--- src/rtl/unsigned_seq_divider.sv ---
// Sequential unsigned restoring divider: one quotient bit per clock, N cycles per operation.
// Optional macro SEQ_DIV_DBZ_DETECT_EN: short-circuits b=0 to a 1-cycle result with dbz=1.
module unsigned_seq_divider #(
  parameter int unsigned N = 24
) (
  input  logic         clk,
  input  logic         rst,
  input  logic         start_s,
  input  logic [N-1:0] a,
  input  logic [N-1:0] b,
  output logic         busy,
  output logic         done,
  output logic [N-1:0] q,
  output logic [N-1:0] r,
  output logic         dbz
);

  localparam int unsigned CW = $clog2(N + 1);
  localparam logic [CW-1:0] NCNT = CW'(N);
  localparam logic [CW-1:0] LAST = CW'(1);

  typedef enum logic [1:0] {S_IDLE, S_RUN, S_DBZ} state_t;

  state_t         r_state;
  state_t         w_next;
  logic [N-1:0]   r_rem;
  logic [N-1:0]   r_qacc;
  logic [N-1:0]   r_div;
  logic [CW-1:0]  r_cnt;
  logic [N-1:0]   r_q;
  logic [N-1:0]   r_r;
  logic           r_done;
  logic [N:0]     w_shift;
  logic           w_ge;
  logic [N-1:0]   w_diff;
  logic [N-1:0]   w_rem_nxt;

  // The partial remainder always fits in N bits between steps; only the shifted
  // value needs the extra bit, so it is widened here rather than stored.
  assign w_shift   = {r_rem, r_qacc[N-1]};
  assign w_ge      = (w_shift >= {1'b0, r_div});
  assign w_diff    = w_shift[N-1:0] - r_div;
  assign w_rem_nxt = w_ge ? w_diff : w_shift[N-1:0];

  always_comb begin
    w_next = r_state;
    case (r_state)
      S_IDLE: begin
        if (start_s) begin
`ifdef SEQ_DIV_DBZ_DETECT_EN
          if (b == '0) w_next = S_DBZ;
          else         w_next = S_RUN;
`else
          w_next = S_RUN;
`endif
        end
      end
      S_RUN:   if (r_cnt == LAST) w_next = S_IDLE;
      S_DBZ:   w_next = S_IDLE;
      default: w_next = S_IDLE;
    endcase
  end

`ifdef SEQ_DIV_DBZ_DETECT_EN
  logic r_dbz;
  assign dbz = r_dbz;
`else
  assign dbz = 1'b0;
`endif

  always_ff @(posedge clk) begin
    if (rst) begin
      r_state <= S_IDLE;
      r_rem   <= '0;
      r_qacc  <= '0;
      r_div   <= '0;
      r_cnt   <= '0;
      r_q     <= '0;
      r_r     <= '0;
      r_done  <= 1'b0;
`ifdef SEQ_DIV_DBZ_DETECT_EN
      r_dbz   <= 1'b0;
`endif
    end else begin
      r_state <= w_next;
      r_done  <= 1'b0;
      case (r_state)
        S_IDLE: begin
          if (start_s) begin
            r_rem  <= '0;
            r_qacc <= a;
            r_div  <= b;
            r_cnt  <= NCNT;
          end
        end
        S_RUN: begin
          r_rem  <= w_rem_nxt;
          r_qacc <= {r_qacc[N-2:0], w_ge};
          r_cnt  <= r_cnt - LAST;
          if (r_cnt == LAST) begin
            r_q    <= {r_qacc[N-2:0], w_ge};
            r_r    <= w_rem_nxt;
            r_done <= 1'b1;
`ifdef SEQ_DIV_DBZ_DETECT_EN
            r_dbz  <= 1'b0;
`endif
          end
        end
`ifdef SEQ_DIV_DBZ_DETECT_EN
        S_DBZ: begin
          r_q    <= '1;
          r_r    <= r_qacc;
          r_dbz  <= 1'b1;
          r_done <= 1'b1;
        end
`endif
        default: ;
      endcase
    end
  end

  assign busy = (r_state != S_IDLE);
  assign done = r_done;
  assign q    = r_q;
  assign r    = r_r;

endmodule
--- config.mk ---
export PLATFORM = sky130hd
export DESIGN_NAME = unsigned_seq_divider
export DESIGN_NICKNAME = d
export VERILOG_FILES = /design/src/rtl/unsigned_seq_divider.sv
export SDC_FILE = /design/constraint.sdc
export NUM_CORES = 1
export LEC_CHECK = 0
export CAP_MARGIN = 20
export CELL_PAD_IN_SITES_DETAIL_PLACEMENT = 1
export CELL_PAD_IN_SITES_GLOBAL_PLACEMENT = 1
export CORE_AREA = 2 2 143 131
export CTS_BUF_LIST = sky130_fd_sc_hd__clkbuf_16
export CTS_CLUSTER_SIZE = 8
export DETAILED_ROUTE_END_ITERATION = 10
export DIE_AREA = 0 0 145 133
export PLACE_DENSITY_LB_ADDON = 0.1
export SYNTH_ARGS = -nofsm -noshare
export SYNTH_HDL_FRONTEND = slang
export SYNTH_SLANG_ARGS = --single-unit
--- constraint.sdc ---
create_clock -name clk -period 3.2 [get_ports clk]
set_clock_uncertainty 0.2 [all_clocks]
set_input_delay 0.48 -clock clk [delete_from_list [all_inputs] [get_ports clk]]
set_output_delay 0.48 -clock clk [all_outputs]
set_load 0.03 [all_outputs]
==> flow_summary_export.csv <==
group,metric,value,unit
yosys,synth_enable_flop_cells,0,
clock_network,clockRootBuffer,"clkbuf_16",
power,p_per_area,1300,mW/mm²
yosys,synth-seq-cells,127,
yosys,yosysTopAreaCellShare,40.3,%
sta,setup_viol,0,
global_routing,grt_util_all_layers,20.6,%
route,vias_per_cell,5.20,
floorplanning,ios,102,
sta,setup_tns,0,ns
setup_path,critPathRequiredTime,3.27,ns
sta,relSlewSlack,55.2,%
clock_network,tritoncts,"yes",
clock_network,insertion_delay,0.43,ns
route,num_vias,5947,
power,p_sw_share,42.5,%
yosys,async_flop_share,0,%
yosys,syn_avg_cell_area,7.99,µm²
setup_path,end_kind,"flop",
route,postRouteAntennaNets,0,
route,wl_per_cell,17.5,µm
power,total_power,11.0,mW
sta,worst_pin_slew,0.672,ns
yosys,synth.distinct_cells,59,
place,placedCellCount,1106,
yosys,synth_area,0.00631,mm²
floorplanning,coreArea,0.0179,mm²
global_routing,antenna_found_initial,0,
route,route.detailed.drc,0,
setup_path,critPathArrivalTime,3.24,ns
sta,final_max_slew_viol_count,0,
clock_network,cts_htree_levels,4,
yosys,yosys-top-cells-count,"nand2_1 (137), dfxtp_1 (127), a21oi_1 (112)",
global_routing,grt_pass1_wl,32100,µm
floorplanning,num_rows,47,
setup_path,worstPathMaxFanout,7,
setup_path,timing_worst_setup_path_type,"reg2reg",
setup_path,critPathLaunchType,"flop",
cells_and_area,drive_gt1_share,12.0,%
sta,hold_slack,0.256,ns
yosys,yosysTopAreaCell,"dfxtp_1",
power,power.leakage,3.21,nW
cells_and_area,diodes,0,
floorplanning,die_area,0.0193,mm²
power,combinationalPowerShare,64.4,%
power,power.switching,4.68,mW
floorplanning,fp.dieH,133,µm
worst_hold_path,hold_path.class,"reg2reg",
flow_run,max-cap-violations,0,
sta,hold_viol,0,
sta,rsz0062_at_grt,"yes",
place,dpl_cell_area,0.00759,mm²
clock_network,numCtsBuffers,17,
power,clkPwrFrac,17.7,%
floorplanning,start_util,35.2,%
cells_and_area,design_area,0.00849,mm²
clock_network,cts.clk_slew.worst_paths,0.06,ns
yosys,synth.area.top_cells,"dfxtp_1 (40%), a21oi_1 (8.9%), nand2_1 (8.1%), mux2i_1 (7.3%), ha_1 (5.2%)",
cells_and_area,area_delta_synth_final,34.5,%
yosys,synth_ff_type,"dfxtp_1",
route,firstDrtPassIters,5,
global_routing,grt_pass1_vias,6340,
sta,layout_min_cycle_time,3.16,ns
clock_network,clockBufferDepth,2,
cells_and_area,fin_cells,1143,
cells_and_area,fillers,2140,
place,portBuffers,100,
yosys,synthCells,790,
global_routing,grt_max_degree,85,
cells_and_area,nets,963,
yosys,yosysWarnings,0,
yosys,yosysSeqAreaShare,40.3,%
clock_network,ctsHoldBuffers,0,
route,drtIter0Drc,267,
route,wl,20000,µm
power,p_int,6.34,mW
place,place_hpwl,13500,µm
outcome,status,"finished clean",
sta,fmax,316,MHz
power,vdd_drop_max,1300,µV
clock_network,cts.sink_count,127,
power,seqPwrFrac,17.9,%
global_routing,grt_remaining_overflow,0,
floorplanning,die_x,145,µm
yosys,synth.most_common_cell,"nand2_1",
place,routabilityCongestion,0.819,
yosys,synthesis.nets,868,
sta,period_share,98.9,%
==> path summary, 6_finish.rpt <==
check                         from                  to  slack [ns]  cells after the start
max reg2reg  r_div[1]$_SDFFE_PP0P_  r[17]$_SDFFE_PP0P_        0.04                     11
min reg2reg      q[4]$_SDFFE_PP0P_   q[4]$_SDFFE_PP0P_        0.26                      2
max          r_div[1]$_SDFFE_PP0P_  r[17]$_SDFFE_PP0P_        0.04                     11
min              q[4]$_SDFFE_PP0P_   q[4]$_SDFFE_PP0P_        0.26                      2
==> kinds of logic (layout without fill, tap and decap cells) <==
| group | count (synthesis) | in the layout | synth area share (%) |
|---|---|---|---|
| and+or+nand+nor | 259 | 259 | 17.7 |
| AOI/OAI and AO/OA | 226 | 226 | 21.0 |
| DFF | 127 | 127 | 40.3 |
| buffers and inverters | 84 | 192 | 5.41 |
| muxes | 46 | 46 | 7.30 |
| adders and majority gates | 27 | 27 | 5.47 |
| xor gates and xnor gates | 20 | 20 | 2.78 |
| other | 1 | 1 | 0.0594 |
==> cells in the final DEF, fill, tap and decap left out, types with 4 or more instances in the layout <==
master,count
buf_4,24
clkinvlp_4,4
nor2_1,67
a31oi_1,4
xnor2_1,11
a21oi_1,106
xor2_1,8
and2_1,4
o21ai_1,22
nand2b_1,9
dfxtp_1,123
clkdlybuf4s50_1,98
mux2i_1,32
a211oi_1,9
dfxtp_2,4
nor3_1,8
clkbuf_16,19
o21ai_0,29
a21o_1,5
nand3_1,6
o21a_1,5
inv_1,32
o211ai_1,5
o21bai_1,5
ha_1,22
nor2b_1,4
and3_1,4
a21oi_2,6
mux2i_2,7
mux2i_4,7
nand2_1,137
==> through the flow <==
step	setup slack [ns]	util, %
3_3_place_gp	0.0982	42.3
6_report	0.0353	47.3
3_5_place_dp	-0.0372	42.3
2_1_floorplan	0.142	-
5_1_grt	-0.0299	47.3
4_1_cts	0.00735	45.7
==> state kept, by name (all words and copies together) (netlist names) <==
| register | cells |
|---|---|
| r_div | 24 |
| r_state | 1 |
| r_cnt | 5 |
| r_rem | 24 |
| r_qacc | 24 |
| done | 1 |
| q | 24 |
| r | 24 |
==> cell type report <==
class / count / area [µm²] / area share [%]
sequential: 127 / 2550 / 30.0
inverter: 32 / 120 / 1.41
timing repair buffer: 128 / 1260 / 14.9
tap: 245 / 307 / 3.61
clock inverter: 15 / 164 / 1.93
multi-input combinational: 579 / 3660 / 43.2
clock buffer: 17 / 425 / 5.01
==> timing repair <==
action / in CTS / in global routing
cloned: 0 / 2
pin swaps: 1 / 12
gates resized for setup: 4 / 45
buffers inserted: 0 / 3
endpoints found under the setup margin: 17 / 42
endpoints found under the hold margin: 0 / 0
==> power groups by stage <==
stage | Clock [mW] | Combinational, mW | Sequential (mW)
after floorplan | 0 | 4.06 | 1.94
after global placement | 0 | 5.17 | 1.96
after detailed placement | 0 | 5.34 | 1.97
after CTS | 2.00 | 5.53 | 1.94
after global routing | 2.08 | 7.61 | 1.99
final | 1.95 | 7.10 | 1.97
==> critical path: stages (launching register included) <==
cell	delay, ns
dfxtp_2	0.34
inv_2	0.06
ha_4	0.21
nor2b_2	0.15
o2111a_1	0.24
or3_4	0.33
a2111o_1	0.47
a21o_4	0.27
a21o_4	0.25
clkbuf_16	0.20
o311ai_4	0.23
a31oi_1	0.07
==> layer usage <==
layer / vias up / track usage (%) / share of wire (%)
li1: 2926 / - / -
met1: 2850 / 23.9 / 43
met2: 131 / 35.5 / 50
met3: 40 / 6.34 / 4.8
met4: 0 / 7.98 / 2.5
met5: - / 0 / 0
No activity file was read; power rests on OpenSTA's default activity.
